--- src/rtl/alu_step_control.sv ---
// Mini-SRC control-step sequencer for R-format ALU instructions.
// Moore FSM: every datapath enable is decoded from the current step alone.
`timescale 1ns/1ps
module alu_step_control #(
  parameter int MEM_TIMEOUT = 15
) (
  input  logic        clk,
  input  logic        clear,
  input  logic        run,
  input  logic [31:0] IR,
  input  logic        mem_ready,
  output logic        PCout,
  output logic        MARin,
  output logic        IncPC,
  output logic        Zin,
  output logic        Zlowout,
  output logic        PCin,
  output logic        Read,
  output logic        MDRin,
  output logic        MDRout,
  output logic        IRin,
  output logic        Yin,
  output logic        Gra,
  output logic        Grb,
  output logic        Grc,
  output logic        Rout,
  output logic        Rin,
  output logic [4:0]  opcode,
  output logic [2:0]  step,
  output logic        instr_done,
  output logic [15:0] instr_count,
  output logic        illegal,
  output logic        mem_err
);

  localparam logic [2:0] T0   = 3'd0;
  localparam logic [2:0] T1   = 3'd1;
  localparam logic [2:0] T2   = 3'd2;
  localparam logic [2:0] T3   = 3'd3;
  localparam logic [2:0] T4   = 3'd4;
  localparam logic [2:0] T5   = 3'd5;
  localparam logic [2:0] T6   = 3'd6;
  localparam logic [2:0] IDLE = 3'd7;

  // wait_cnt equals the zero-based index of the current T2 cycle
  localparam logic [7:0] WAIT_LAST = 8'(MEM_TIMEOUT - 1);

  logic [2:0] state;
  logic [2:0] state_next;
  logic [7:0] wait_cnt;
  logic       set_illegal;
  logic       set_mem_err;
  logic       op_valid;
  logic       unused_ir;

  assign unused_ir = ^IR[26:0];
  assign op_valid  = (IR[31:27] >= 5'd3) && (IR[31:27] <= 5'd11);

  always_comb begin
    state_next  = state;
    set_illegal = 1'b0;
    set_mem_err = 1'b0;
    case (state)
      IDLE: if (run && !mem_err) state_next = T0;
      T0:   state_next = T1;
      T1:   state_next = T2;
      T2: begin
        if (mem_ready) begin
          state_next = T3;
        end else if (wait_cnt == WAIT_LAST) begin
          set_mem_err = 1'b1;
          state_next  = IDLE;
        end
      end
      T3:   state_next = T4;
      T4: begin
        if (op_valid) begin
          state_next = T5;
        end else begin
          set_illegal = 1'b1;
          state_next  = T0;
        end
      end
      T5:   state_next = T6;
      T6:   state_next = run ? T0 : IDLE;
      default: state_next = IDLE;
    endcase
  end

  always_ff @(posedge clk or posedge clear) begin
    if (clear) begin
      state       <= IDLE;
      wait_cnt    <= 8'd0;
      instr_count <= 16'd0;
      illegal     <= 1'b0;
      mem_err     <= 1'b0;
    end else begin
      state <= state_next;
      if (state == T1) begin
        wait_cnt <= 8'd0;
      end else if (state == T2 && !mem_ready) begin
        wait_cnt <= wait_cnt + 8'd1;
      end
      if (state == T6) instr_count <= instr_count + 16'd1;
      if (set_illegal) illegal <= 1'b1;
      if (set_mem_err) mem_err <= 1'b1;
    end
  end

  always_comb begin
    PCout      = 1'b0;
    MARin      = 1'b0;
    IncPC      = 1'b0;
    Zin        = 1'b0;
    Zlowout    = 1'b0;
    PCin       = 1'b0;
    Read       = 1'b0;
    MDRin      = 1'b0;
    MDRout     = 1'b0;
    IRin       = 1'b0;
    Yin        = 1'b0;
    Gra        = 1'b0;
    Grb        = 1'b0;
    Grc        = 1'b0;
    Rout       = 1'b0;
    Rin        = 1'b0;
    opcode     = 5'b00000;
    instr_done = 1'b0;
    case (state)
      T0: begin
        PCout = 1'b1;
        MARin = 1'b1;
        IncPC = 1'b1;
        Zin   = 1'b1;
      end
      T1: begin
        Zlowout = 1'b1;
        PCin    = 1'b1;
      end
      T2: begin
        Read  = 1'b1;
        MDRin = 1'b1;
      end
      T3: begin
        MDRout = 1'b1;
        IRin   = 1'b1;
      end
      T4: begin
        Grb  = 1'b1;
        Rout = 1'b1;
        Yin  = 1'b1;
      end
      T5: begin
        Grc    = 1'b1;
        Rout   = 1'b1;
        Zin    = 1'b1;
        opcode = IR[31:27];
      end
      T6: begin
        Zlowout    = 1'b1;
        Gra        = 1'b1;
        Rin        = 1'b1;
        instr_done = 1'b1;
      end
      default: ;
    endcase
  end

  assign step = state;

endmodule

--- config.mk ---
export PLATFORM = sky130hd
export DESIGN_NAME = alu_step_control
export DESIGN_NICKNAME = d
export VERILOG_FILES = /design/src/rtl/alu_step_control.sv
export SDC_FILE = /design/constraint.sdc
export NUM_CORES = 1
export LEC_CHECK = 0
export BUFFER_PORTS_ARGS = -buffer_cell sky130_fd_sc_hd__clkbuf_2
export CAP_MARGIN = 10
export CORE_MARGIN = 3
export CORE_UTILIZATION = 35
export CTS_BUF_LIST = sky130_fd_sc_hd__clkbuf_4
export DETAILED_ROUTE_END_ITERATION = 7
export GPL_TIMING_DRIVEN = 0
export PLACE_DENSITY = 0.61
export SLEW_MARGIN = 40
export SYNTH_ARGS = -nofsm -noshare
export SYNTH_HDL_FRONTEND = slang
export SYNTH_SLANG_ARGS = --single-unit
--- constraint.sdc ---
create_clock -name clk -period 3.5 [get_ports clk]
set_clock_uncertainty 0.1 [all_clocks]
set_input_delay 0.7 -clock clk [delete_from_list [all_inputs] [get_ports clk]]
set_output_delay 0.7 -clock clk [all_outputs]
set_load 0.01 [all_outputs]
# After elaboration in Yosys (flattened, before gate mapping)

Index checks and enable logic that the tools add are counted.

Add/subtract/negate cells: 2
Magnitude comparators: 2
Eq/ne operators: 10
Multiplexer cells: 24
Reductions and logical operators: 11

Operators by type and width:

| kind                  | count |
|---|---|
| $pmux 3 s8            | 1 |
| $add 16x1->16 const B | 1 |
| $mux 8                | 2 |
| $mux 1                | 15 |
| $mux 3                | 5 |
| $eq 3x3->1 const B    | 4 |
| $add 8x1->8 const B   | 1 |
| $eq 8x4->1 const B    | 1 |
| $eq 3x2->1 const B    | 2 |
| $reduce_or 2->1       | 3 |
| $ge 5x2->1 const B    | 1 |
| $le 5x4->1 const B    | 1 |
| $mux 5                | 1 |
| $eq 3x1->1 const B    | 1 |
| $logic_and 1x1->1     | 3 |
| $logic_not 3->1       | 1 |
| $ne 3x3->1 const B    | 1 |
| $logic_not 1->1       | 2 |
| $ne 2x2->1 const B    | 1 |
| $reduce_and 2->1      | 1 |
| $reduce_bool 2->1     | 1 |

Bits in registers: 29
Word-level logic and storage cells: 54

# Longest topological paths before layout

Depth after elaboration: 4
Gate-level depth with buffers: 6
Depth with buffers taken out: 6

# Worst setup path after synthesis

Ideal clock, no wire load.

Path type: flip-flop to output port
From: reg state[0] (netlist: step[0])
To: out PCin
Arrival time: 1.392 ns
Data required time: 2.700 ns
Path slack: 1.308 ns
Stages on the path, launching flop included: 4
Path buffers: 1
Cell sequence: dfstp_2 clkbuf_1 nand2_1 nor2_1

Cells in the longest elaborated chain, start to end: 2

RTL lines:

| element                  | RTL line | RTL |
|---|---|---|
| start: declaration       | 48       | `logic [2:0] state;` |
| start signal: assignment | 98       | `state <= state_next;` |
| $eq 3x1->1               | 129      | `case (state)` |
| $mux 1                   | 129      |  |
| end: declaration         | 17       | `output logic PCin,` |

No other way between the ends.

# Worst setup path in the final report

Same ends and word-level chain as after synthesis.

==> flow_metrics.py <==
metrics = {
    "placed_design": {
        "dp_slack_ns": 0.870,
        "place_area_um2": 1870,
        "io_buffers": 51,
        "hpwlAfterDp_um": 2380,
        "globalplace.congestion": 0.789,
    },
    "global_routing": {
        "overflow": 0,
        "antenna_found_initial": 0,
        "grt_pass1_wl_um": 5440,
        "grt_pass1_vias": 1170,
        "grt_max_degree": 30,
        "grtUsageTotal_pct": 13.0,
    },
    "synth": {
        "ys_warn_count": 0,
        "syn_area_um2": 1550,
        "synth-compound-area-share_pct": 6.79,
        "ys_seq_elements": 29,
        "synth_top_family_by_area": "simple AND/OR/NAND/NOR gates",
        "yosysSeqAreaShare_pct": 47.1,
        "ys_async_sr_fraction_pct": 100,
        "ys.flop_type": "dfrtp_1",
        "synth_xor_area_share_pct": 12.4,
        "yosys.area_share.simple_pct": 24.1,
        "synthAdderAreaFrac_pct": 2.42,
        "synth_edf_count": 0,
        "synth_cell_types": 35,
        "synthesis.nets": 198,
        "syn-mean-instance-area_um2": 9.74,
        "synth_cells": 159,
        "synth_mux_area_share_pct": 0.727,
    },
    "drt": {
        "via_count": 1260,
        "drt_iter0_drc": 26,
        "wl_met2_um": 1450,
        "ant_nets": 0,
        "top_layer": "met4",
        "drtPass1Iterations": 4,
        "wl_met3_um": 137,
        "routed_wl_um": 3160,
        "avgRoutedWirePerCell_um": 11.8,
        "wl_met1_um": 1510,
        "avgViaCountPerCell": 4.70,
        "route.detailed.drc": 0,
    },
    "power": {
        "power.density_nw_per_um2": 677,
        "ir_worst_vdd_mv": 0.407,
        "p_leak_nw": 1.05,
    },
    "final_layout": {
        "layout.nets": 256,
        "fin_area_um2": 1950,
        "num_antenna_cells": 0,
        "drive_gt1_share_pct": 36.2,
        "syn_to_final_growth_pct": 25.6,
        "n_fill_cell": 430,
        "regArea_um2": 729,
        "multi_input_area_um2": 719,
    },
    "timing": {
        "whs_ns": 0.314,
        "rsz0062_at_grt": "no",
        "final.min_clock_period_ns": 2.96,
        "fin_crit_sh_pct": 84.5,
        "relSlewSlack_pct": 59.1,
        "setup_slack_ns": 0.544,
        "slew_violations": 0,
        "hold_viol_final": 0,
        "fin_setup_tns_ns": 0,
        "tightestPinTransition_ns": 0.612,
        "setup_viol": 0,
        "max_freq_ghz": 0.338,
    },
    "critical_path": {
        "crit_path_end_kind": "output port",
        "arrival_ns": 2.16,
        "worst_path_max_delay_cell": "dfstp_2",
        "critical_path_class": "reg2out",
        "crit_family": "simple AND/OR/NAND/NOR gates",
        "critPathLaunchType": "flip-flop",
        "crit_chain": "clkbuf_1, nand2_1, nor2_1, clkbuf_2",
        "worstRegToRegCells": 4,
        "crit_path_max_fanout": 10,
        "crit_required_ns": 2.70,
        "slowest_delay_ns": 0.58,
        "crit_buf_inv": 2,
        "path_depth": 4,
    },
    "clocking": {
        "cts_buffers": 5,
        "clk_transition_reported_paths_ns": 0.09,
        "postCtsSetupBuffers": 0,
        "clk_path_buf_depth": 2,
        "clockRootBuffer": "clkbuf_4",
        "clk_latency_ns": 0.32,
        "cts_hold_buf": 0,
        "cts_tree": "done",
        "ctsResizeCount": 0,
        "ctsHtreeMaxLevel": 2,
        "cts.sinks": 29,
    },
    "floorplanning": {
        "rows": 23,
        "dieArea_um2": 5260,
        "pin_count": 79,
        "fp.dieW_um": 72.5,
        "start_util_pct": 37.4,
        "placeableCoreArea_um2": 4140,
        "die_h_um": 72.5,
    },
    "outcome": {
        "status": "finished, final reports clean",
    },
    "worst_hold_path": {
        "hold_class": "in2async",
    },
    "flow_run": {
        "cap_violations": 0,
    },
}
## cells by family after synthesis
| kind of cell | count (synthesis) |
|---|---|
| AO/OA/AOI/OAI | 14 |
| XOR/XNOR | 22 |
| adder cells (fa/ha/maj) | 3 |
| buffers and inverters | 19 |
| flip-flops | 29 |
| multiplexers | 1 |
| AND/OR/NAND/NOR | 71 |
## registers in the layout, summed over array words and instances (netlist names)
signal,cells
step,3
instr_count,16
illegal,1
mem_err,1
wait_cnt,8
## worst paths after layout
path	from	to	slack [ns]
min in group clk	illegal	illegal	0.37
min reg2reg	illegal	illegal	0.37
max in group asynchronous	clear	wait_cnt[0]	2.59
max reg2reg	step[0]	wait_cnt[4]	1.56
min	clear	instr_count[15]	0.31
max	step[0]	PCin	0.54
## through the flow
step                      util, %  cells  total power, W
after floorplan                 -    159        0.000854
after global placement       45.0    260         0.00106
after detailed placement     45.0    260         0.00106
after CTS                    47.0    268         0.00134
after global routing         47.0    268         0.00144
final                        47.0    268         0.00132
## worst register-to-register path, cell delays in order (launching register included)
cell and delay [ns]:
dfstp_2 0.58, clkbuf_1 0.32, nand2_1 0.19, nor2_1 0.51, nor2_1 0.11
## synth_stat cells (all sizes together), types with 2 or more instances
cell | number | area (um^2)
dfrtp | 26 | 651
nor2 | 20 | 75.1
xor2 | 15 | 131
nand2 | 13 | 48.8
buf | 9 | 62.6
nand3 | 9 | 45.0
and3 | 8 | 51.3
inv | 7 | 26.3
nor3 | 7 | 40.0
xnor2 | 7 | 61.3
a211oi | 3 | 22.5
and2 | 3 | 18.8
and4 | 3 | 27.5
clkbuf | 3 | 11.3
dfstp | 3 | 78.8
ha | 3 | 37.5
nand4 | 3 | 18.8
o21ai | 3 | 15.0
a21oi | 2 | 10.0
o41ai | 2 | 25.0
## where the power goes
part	internal, W	switching (W)
Clock	0.000156	0.000115
Sequential	0.000403	0.0000608
Combinational	0.000253	0.000329
Total	0.000812	0.000505
## layout make-up
class | instances | share of cell area, %
well taps | 50 | 3.22
clock inverters | 2 | 1.74
inverters | 7 | 1.35
repair buffers | 51 | 13.1
plain buffers | 12 | 3.79
flip-flops and latches | 29 | 37.5
clock buffers | 6 | 2.32
multi-input cells | 111 | 37.0
## metal layers
metal  track usage [%]  vias to the layer above
met1              17.3                      574
met3              4.16                        8
met4              5.53                        0
li1                  -                      655
met2              19.4                       23
met5                 0                        -
## placed cells by master, fill, tap and decap left out, types with 3 or more instances in the layout
cell type and instances:
a211oi_1 3, and2_1 3, and3_1 7, buf_4 7
clkbuf_1 3, clkbuf_2 51, clkbuf_4 6, dfrtp_1 26
dfstp_2 3, ha_1 3, inv_1 6, nand2_1 13
nand3_1 9, nand4_1 3, nor2_1 20, nor3_1 6
o21ai_0 3, xnor2_1 7, xor2_1 15
No activity file was read; power rests on OpenSTA's default activity.
